**config.mk**
```make
export PLATFORM = sky130hd
export DESIGN_NAME = trap_sequencer
export DESIGN_NICKNAME = d
export VERILOG_FILES = /design/src/rtl/trap_sequencer.sv
export SDC_FILE = /design/constraint.sdc
export NUM_CORES = 1
export LEC_CHECK = 0
export CAP_MARGIN = 10
export CORE_ASPECT_RATIO = 0.8
export CORE_MARGIN = 3
export CORE_UTILIZATION = 35
export CTS_CLUSTER_SIZE = 20
export DETAILED_ROUTE_END_ITERATION = 16
export GPL_ROUTABILITY_DRIVEN = 0
export PLACE_DENSITY = 0.73
export SLEW_MARGIN = 20
export SYNTH_ARGS = -nofsm -noshare
export SYNTH_HDL_FRONTEND = slang
export SYNTH_SLANG_ARGS = --single-unit
```
**constraint.sdc**
```tcl
create_clock -name clock -period 3.4 [get_ports clock]
set_input_delay 0.34 -clock clock [delete_from_list [all_inputs] [get_ports clock]]
set_output_delay 0.34 -clock clock [all_outputs]
set_load 0.03 [all_outputs]
```
**src/rtl/trap_sequencer.sv**
```systemverilog
// Machine-mode trap entry/return sequencer with timeslice timer.
// Arbitrates the hardware mepc save against software bus writes.
module trap_sequencer #(
  parameter logic [31:0] TRAP_VECTOR = 32'h0000_0100,
  parameter int          TIMESLICE   = 1000
) (
  input  logic        clock,
  input  logic        resetActiveLow,
  input  logic        irqEnable,
  input  logic        extIrq,
  input  logic        instrRetire,
  input  logic [31:0] pcNext,
  input  logic        mretValid,
  input  logic        busMepcWrite,
  input  logic [31:0] mepcValue,
  output logic        csrWriteEnable,
  output logic [31:0] pcFromCore,
  output logic        pcRedirectValid,
  output logic [31:0] pcRedirectTarget,
  output logic        stallCore,
  output logic        inTrap,
  output logic        trapCause,
  output logic        timerPending
);

  localparam logic [15:0] RELOAD = 16'(TIMESLICE - 1);

  typedef enum logic [2:0] {
    IDLE,
    SAVE,
    REDIRECT,
    HANDLER,
    RETURN
  } state_t;

  state_t      state;
  state_t      stateNext;
  logic [15:0] count;
  logic        pending;
  logic        accept;
  logic        tick;

  assign pending = timerPending | extIrq;
  assign accept  = (state == IDLE) & pending
                 & irqEnable & instrRetire;
  // Timer only runs while no trap is in flight.
  assign tick    = (state == IDLE) & (count == 16'd0);

  always_ff @(posedge clock) begin
    if (!resetActiveLow) begin
      state        <= IDLE;
      count        <= RELOAD;
      timerPending <= 1'b0;
      pcFromCore   <= 32'd0;
      trapCause    <= 1'b0;
    end else begin
      state <= stateNext;
      if (state == IDLE) begin
        if (tick) begin
          count <= RELOAD;
        end else begin
          count <= count - 16'd1;
        end
      end
      // A tick landing on a pending tick is absorbed.
      if (accept && timerPending) begin
        timerPending <= 1'b0;
      end else if (tick) begin
        timerPending <= 1'b1;
      end
      if (accept) begin
        pcFromCore <= pcNext;
        trapCause  <= timerPending;
      end
    end
  end

  always_comb begin
    stateNext        = state;
    csrWriteEnable   = 1'b0;
    pcRedirectValid  = 1'b0;
    pcRedirectTarget = 32'd0;
    stallCore        = 1'b0;
    inTrap           = 1'b0;
    unique case (state)
      IDLE: begin
        if (accept) begin
          stateNext = SAVE;
        end
      end
      SAVE: begin
        stallCore = 1'b1;
        // Bus owns the mepc write port; retry until it is idle.
        if (!busMepcWrite) begin
          csrWriteEnable = 1'b1;
          stateNext      = REDIRECT;
        end
      end
      REDIRECT: begin
        stallCore        = 1'b1;
        pcRedirectValid  = 1'b1;
        pcRedirectTarget = TRAP_VECTOR;
        stateNext        = HANDLER;
      end
      HANDLER: begin
        inTrap = 1'b1;
        if (mretValid) begin
          stateNext = RETURN;
        end
      end
      RETURN: begin
        stallCore        = 1'b1;
        pcRedirectValid  = 1'b1;
        pcRedirectTarget = mepcValue;
        stateNext        = IDLE;
      end
      default: begin
        stateNext = IDLE;
      end
    endcase
  end

endmodule

```
== After elaboration in Yosys (flattened, before gate mapping) ==
Index checks and enable logic that the tools add are counted.

* Register bits after elaboration: 53
* Input port bits: 71
* Output and inout bits: 70
* Word-level logic and storage cells: 37

* $add $sub $neg: 1
* Equality and inequality tests: 7
* Mux-type cells: 11
* Bitwise gates (word level): 6
* Reductions and logical operators: 7

{| class="wikitable"
|+ Operator list
! kind !! number
|-
| $pmux W32 S2 || 1
|-
| $logic_not A16 Y1 || 1
|-
| $mux W16 || 1
|-
| $sub A16 B1 Y16 const B || 1
|-
| $pmux W3 S4 || 1
|-
| $mux W3 || 3
|-
| $eq A3 B2 Y1 const B || 2
|-
| $ne A2 B2 Y1 const B || 3
|-
| $mux W1 || 5
|-
| $and A1 B1 Y1 || 4
|-
| $reduce_or A2 Y1 || 2
|-
| $eq A3 B1 Y1 const B || 1
|-
| $eq A3 B3 Y1 const B || 1
|-
| $logic_not A3 Y1 || 1
|-
| $reduce_and A3 Y1 || 1
|-
| $reduce_or A3 Y1 || 1
|-
| $logic_and A1 B1 Y1 || 1
|-
| $not A1 Y1 || 1
|-
| $or A1 B1 Y1 || 1
|}

== Longest topological paths before layout ==
Gate-level depths: netlist of run 1.

* Depth in word-level cells: 6
* Mapped depth: 7

== Least setup slack after synthesis of run 1 ==
OpenSTA, ideal clock, no wires.

* Path type: reg-to-output
* Start: register state[2]
* End: output port pcRedirectTarget[0]
* Arrival: 1.437 ns
* Setup slack: 1.623 ns
* Stages on the path, launching flop included: 5
* Path through: dfxtp_1 > clkbuf_1 > nor3b_1 > clkbuf_1 > and2_1

* Longest elaborated chain between the ends: 2
* Elaborated cells between the ends (all ways): 3

{| class="wikitable"
|+ Ends and longest elaborated chain
! item !! line !! source
|-
| start, declared || 36 || <nowiki>state_t state;</nowiki>
|-
| start signal, assigned || 57 || <nowiki>state <= stateNext;</nowiki>
|-
| $eq A3 B3 Y1 / $eq A3 B2 Y1 (equally long branches) || 85 || <nowiki>unique case (state)</nowiki>
|-
| $pmux W32 S2 (*) || 85 ||
|-
| end, declared || 19 || <nowiki>output logic [31:0] pcRedirectTarget,</nowiki>
|}

Every way passes the cells marked *; elsewhere a longest branch is shown, timed or not.

== Worst setup path in the final report of run 1 ==
* Start: register state[2]
* End: output port pcRedirectTarget[7]

Same word-level chain as after synthesis.

==> flow_metrics.env, run 1 <==
export IMPL_status="completed"
export IMPL_worst_slew_pin_slew_ns=0.818
export IMPL_slew_violations=0
export IMPL_synth_top_area_share_pct=43.1
export IMPL_final_layout_size_suffix_gt1_share_pct=3.94
export IMPL_area_growth_pct=63.8
export IMPL_pre_cts_ws_ns=1.20
export IMPL_first_pass_iters=6
export IMPL_via_count=2451
export IMPL_grt_usage_pct=17.6
export IMPL_fin_crit_ns=2.49
export IMPL_placedInstanceArea_um2=3930
export IMPL_nFillCells=604
export IMPL_fin_tns_setup_ns=0
export IMPL_cts_root_buf="clkbuf_8"
export IMPL_first_global_vias=2377
export IMPL_ys_types=39
export IMPL_yosys_area_top_type="dfxtp_1"
export IMPL_nets=504
export IMPL_final_setup_worst_slack_ns=0.912
export IMPL_die_area_um2=8080
export IMPL_antenna_found_initial=0
export IMPL_synth_avg_cell_area_um2=8.26
export IMPL_synth_edf_count=0
export IMPL_slew_headroom_pct=45.3
export IMPL_final_cells=515
export IMPL_synth_area_leaders="dfxtp_1 43%, nand2_1 13%, a21boi_1 9.5%, and2_1 7.9%, xor2_1 3.2%"
export IMPL_portBuffers=140
export IMPL_coreArea_um2=6600
export IMPL_regArea_um2=1060
export IMPL_postCtsSetupRepairBufs=0
export IMPL_ios=141
export IMPL_syn_inst=298
export IMPL_drt_wl_total_um=7180
export IMPL_hold_buffers=0
export IMPL_ys_seq_area_share_pct=43.1
export IMPL_via_per_inst=4.76
export IMPL_design_area_um2=4030
export IMPL_clock_skew_ns=0.0114
export IMPL_synth_flop_cell="dfxtp_1"
export IMPL_ys_ff_latch=53
export IMPL_netlist_area_um2=2460
export IMPL_worstPathArrival_ns=2.15
export IMPL_critPathLaunchType="flop"
export IMPL_worstSkewPairLatency_ns=0.30
export IMPL_finalHoldViolations=0
export IMPL_place_hpwl_um=5500
export IMPL_place_inst=508
export IMPL_cts_tree="done"
export IMPL_dieHeight_um=81
export IMPL_ctsResizeCount=0
export IMPL_yosysWarnings=0
export IMPL_clkSinkCount=53
export IMPL_cts_max_path_buffers=2
export IMPL_p_leak_nw=1.47
export IMPL_overflow=0
export IMPL_setup_viol=0
export IMPL_drt_iter0_drc=88
export IMPL_cp_max_fo=31
export IMPL_start_util_pct=37.3
export IMPL_avgRoutedWirePerCell_um=13.9
export IMPL_syn_num_nets=371
export IMPL_async_flop_share_pct=0
export IMPL_cts_max_level=2
export IMPL_worstSetupPathType="flop to output port"
export IMPL_grt_max_degree=35
export IMPL_powerDensity_nw_per_um2=330
export IMPL_route_detailed_drc=0
export IMPL_cts_buffers=5
export IMPL_max_freq_ghz=0.402
export IMPL_crit_required_ns=3.06
export IMPL_die_w_um=99.8
export IMPL_cap_violations=0
export IMPL_peakVddDrop_mv=0.226
export IMPL_clk_pin_slew_ns=0.09
export IMPL_hp_class="flop to flop"
export IMPL_rsz0062_at_grt="false"
export IMPL_n_antenna_cell=0
export IMPL_multiInputGateArea_um2=1320
export IMPL_finalCritPeriodShare_pct=73.2
export IMPL_antenna_left=0
export IMPL_grt_pass1_wl_um=11300
export IMPL_fp_row_count=26
export IMPL_end_kind="output port"
export IMPL_postLayoutCoreUtil_pct=61.0
[registers in the layout, indices dropped and copies added, names as in the netlist]
signal        flops
trapCause         1
pcFromCore       32
timerPending      1
count            16
state             3
[worst paths after layout]
kind	startpoint	end	slack, ns	cells after the start
max	state[2]	pcRedirectTarget[7]	0.91	4
min	pcFromCore[14]	pcFromCore[14]	0.45	2
max reg2reg	state[1]	count[13]	1.31	4
min reg2reg	pcFromCore[14]	pcFromCore[14]	0.45	2
[kinds of logic after synthesis]
family | share of synthesized area (%)
AOI/OAI and AO/OA | 14.2
xor gates and xnor gates | 3.91
adders and majority gates | 1.02
buffers and inverters | 3.61
DFF | 43.1
muxes | 0.813
and+or+nand+nor | 33.3
[cell usage after synthesis (all sizes together) (2+ instances only)]
| cell type | n |
|---|---|
| nand4 | 3 |
| nand3b | 3 |
| o21ai | 2 |
| nand4b | 3 |
| a21boi | 34 |
| a21oi | 3 |
| clkbuf | 10 |
| xnor2 | 2 |
| nor4 | 3 |
| nor2 | 16 |
| o211ai | 2 |
| xor2 | 9 |
| nor3 | 4 |
| mux2i | 2 |
| or3 | 2 |
| ha | 2 |
| inv | 3 |
| nand3 | 4 |
| nand2b | 4 |
| dfxtp | 53 |
| and2 | 31 |
| buf | 8 |
| nand2 | 83 |
[where the power goes]
group	internal (mW)	switching, mW
registers	0.643	0.0218
logic	0.137	0.114
clock network	0.214	0.199
[cell type report]
class / instances / area share (%)
Sequential cell: 53 / 26.3
Inverter: 3 / 0.279
Clock buffer: 5 / 1.71
Timing Repair Buffer: 144 / 35.5
Multi-Input combinational cell: 224 / 32.7
Clock inverter: 2 / 0.869
Tap cell: 84 / 2.61
[per-layer routing]
metal,GRT usage (%),routed length (um)
met1,20.1,2910
met2,32.2,3570
met3,5.84,648
met4,3.68,50
met5,0,0
[metrics by stage]
stage / hold slack (ns) / power (mW)
after CTS: 0.460 / 1.34
after global routing: 0.481 / 1.40
after floorplan: 0.446 / 0.794
after detailed placement: 0.447 / 0.931
final: 0.455 / 1.33
after global placement: 0.439 / 0.928
[critical path: stages (launching register included)]
cell and delay (ns):
dfxtp_1 0.50, nor3b_2 0.22, buf_4 0.26, and2_1 0.16
clkdlybuf4s50_1 0.71
[cell usage in the layout, fill, tap and decap left out, types with 4 or more instances in the layout]
cell             netlist  final
nand2_1               83     83
nand3_1                4      4
a21boi_1              31     31
buf_4                  0      4
dfxtp_1               53     53
xor2_1                 9      9
nand2b_1               4      4
nor2_1                16     15
clkdlybuf4s50_1        0    140
nor3_1                 4      4
clkbuf_8               0      5
and2_1                31     31
(Power assumes the default switching activity.)
==> run 2: changes to the inputs <==
--- a/config.mk
+++ b/config.mk
@@ -8,11 +8,11 @@
 export CAP_MARGIN = 10
 export CORE_ASPECT_RATIO = 0.8
 export CORE_MARGIN = 3
-export CORE_UTILIZATION = 35
+export CORE_UTILIZATION = 34
 export CTS_CLUSTER_SIZE = 20
 export DETAILED_ROUTE_END_ITERATION = 16
 export GPL_ROUTABILITY_DRIVEN = 0
-export PLACE_DENSITY = 0.73
+export PLACE_DENSITY = 0.74
 export SLEW_MARGIN = 20
 export SYNTH_ARGS = -nofsm -noshare
 export SYNTH_HDL_FRONTEND = slang
==> constraint.sdc (replaced) <==
create_clock -name clock -period 2.1 [get_ports clock]
set_input_delay 0.21 -clock clock [delete_from_list [all_inputs] [get_ports clock]]
set_output_delay 0.21 -clock clock [all_outputs]
set_load 0.03 [all_outputs]
==> run 2 against run 1 <==
Against the previous run: clock-buffer cell count stayed put; hold slack worse by 0.014 ns; clock skew is 0.0041 ns lower; sequential cell count stayed put; sequential power is 62% higher; register-to-register slack worse by 1.1 ns; clock power is 69% higher; critical endpoint is now stallCore.
==> flow_metrics.env, run 2 (synthesis gave the netlist of run 1 again) <==
export IMPL_worstRegToRegCells=4
export IMPL_grt_max_degree=35
export IMPL_worstPathArrival_ns=1.77
export IMPL_critPathSlowestCell="clkdlybuf4s50_1"
export IMPL_start_util_pct=35.4
export IMPL_slew_violations=0
export IMPL_clkSinkCount=53
export IMPL_cts_tree="done"
export IMPL_largest_reg_flops=32
export IMPL_via_per_inst=4.72
export IMPL_antenna_found_initial=0
export IMPL_first_global_vias=2439
export IMPL_antenna_left=0
export IMPL_largest_register="pcFromCore"
export IMPL_status="completed"
export IMPL_max_freq_ghz=0.504
export IMPL_fin_crit_ns=1.98
export IMPL_final_common_cell="clkdlybuf4s50_1"
export IMPL_coreArea_um2=6960
export IMPL_hp_class="input port to flop"
export IMPL_slew_headroom_pct=66.7
export IMPL_avgRoutedWirePerCell_um=13.6
export IMPL_whs_ns=0.440
export IMPL_finalHoldViolations=0
export IMPL_worst_slew_pin_slew_ns=0.497
export IMPL_top_regs="pcFromCore (32), count (16), state (3)"
export IMPL_clk_pin_slew_ns=0.10
export IMPL_postCtsSetupRepairBufs=0
export IMPL_finalCritPeriodShare_pct=94.4
export IMPL_worstSkewPairLatency_ns=0.30
export IMPL_powerDensity_nw_per_um2=542
export IMPL_ios=141
export IMPL_overflow=0
export IMPL_peakVddDrop_mv=0.287
export IMPL_cpPeakStageDelay_ns=0.69
export IMPL_p_leak_nw=1.56
export IMPL_drt_wl_total_um=7100
export IMPL_dieHeight_um=82.1
export IMPL_min_path_cells=3
export IMPL_cts_max_path_buffers=2
export IMPL_grt_usage_pct=16.2
export IMPL_via_count=2460
export IMPL_crit_required_ns=1.89
export IMPL_setup_viol=0
export IMPL_die_w_um=101
export IMPL_fp_row_count=27
export IMPL_cap_violations=0
export IMPL_drt_iter0_drc=85
export IMPL_n_antenna_cell=0
export IMPL_cts_buffers=5
export IMPL_cts_root_buf="clkbuf_8"
export IMPL_fin_tns_setup_ns=0
export IMPL_first_pass_iters=4
export IMPL_cp_max_fo=12
export IMPL_end_kind="output port"
export IMPL_portBuffers=140
export IMPL_die_area_um2=8300
export IMPL_cts_max_level=2
export IMPL_critPathLaunchType="flop"
export IMPL_route_detailed_drc=0
export IMPL_area_growth_pct=64.1
export IMPL_clock_skew_ns=0.00727
export IMPL_hold_buffers=0
export IMPL_rsz0062_at_grt="false"
export IMPL_place_hpwl_um=5600
export IMPL_nets=506
export IMPL_final_layout_size_suffix_gt1_share_pct=12.4
export IMPL_grt_pass1_wl_um=10900
export IMPL_final_cell_mix="109 x clkdlybuf4s50_1, 83 x nand2_1, 50 x dfxtp_1"
export IMPL_critical_path_cell_chain="xnor2_1 -> o22ai_1 -> clkdlybuf4s50_1"
export IMPL_worstSetupPathType="flop to output port"
## run 2: cell count changes in the layout (fill, tap and decap cells not counted), sizes merged
cell	before	now
buf	4	37
clkdlybuf4s50	140	109
clkinvlp	0	1
## run 2: layer usage
layer | vias to the layer above | global-route usage [%] | share of wire (%)
met3 | 5 | 4.87 | 9.0
met1 | 1102 | 19.0 | 40
met4 | 0 | 3.59 | 0.77
li1 | 1247 | - | -
met2 | 106 | 29.5 | 50
met5 | - | 0 | 0
## run 2: per-stage QoR
step	std cells	util (%)	power (mW)	setup slack, ns	instance area, um2
global route	521	58.0	2.30	0.00760	4040
floorplan	298	-	1.29	0.453	2460
CTS	521	58.0	2.22	0.0651	4040
detailed placement	513	56.3	1.52	0.215	3920
finish	521	58.0	2.19	0.118	4040
global placement	513	56.3	1.51	0.272	3920
## run 2: where the power goes
group	total (mW)	switching (mW)	internal (mW)
combinational	0.414	0.188	0.227
clock	0.696	0.339	0.357
sequential	1.08	0.0358	1.04
## run 2: layout make-up
cell class | count | area, um2
Multi-Input combinational cell | 224 | 1320
Sequential cell | 53 | 1060
Clock inverter | 3 | 46.3
Timing Repair Buffer | 146 | 1420
Fill cell | 638 | 2920
Tap cell | 87 | 109
Inverter | 3 | 11.3
Clock buffer | 5 | 68.8
## run 2: final timing paths
kind,from,end,slack (ns)
worst max register to register,state[0],count[13],0.26
worst min register to register,pcFromCore[3],pcFromCore[3],0.46
worst max-delay path,state[1],stallCore,0.12
worst min-delay path,pcNext[7],pcFromCore[7],0.44
## run 2: critical path: cells and delay by family (launching register included)
| kind | cells | cell delay, ns |
|---|---|---|
| DFF | 1 | 0.49 |
| xor gates and xnor gates | 1 | 0.14 |
| AOI/OAI and AO/OA | 1 | 0.15 |
| buffers and inverters | 1 | 0.69 |
## run 2: timing repair
item	in CTS	in global routing
setup endpoints to repair	4	2
resized for setup	2	1
endpoints found under the hold margin	0	0
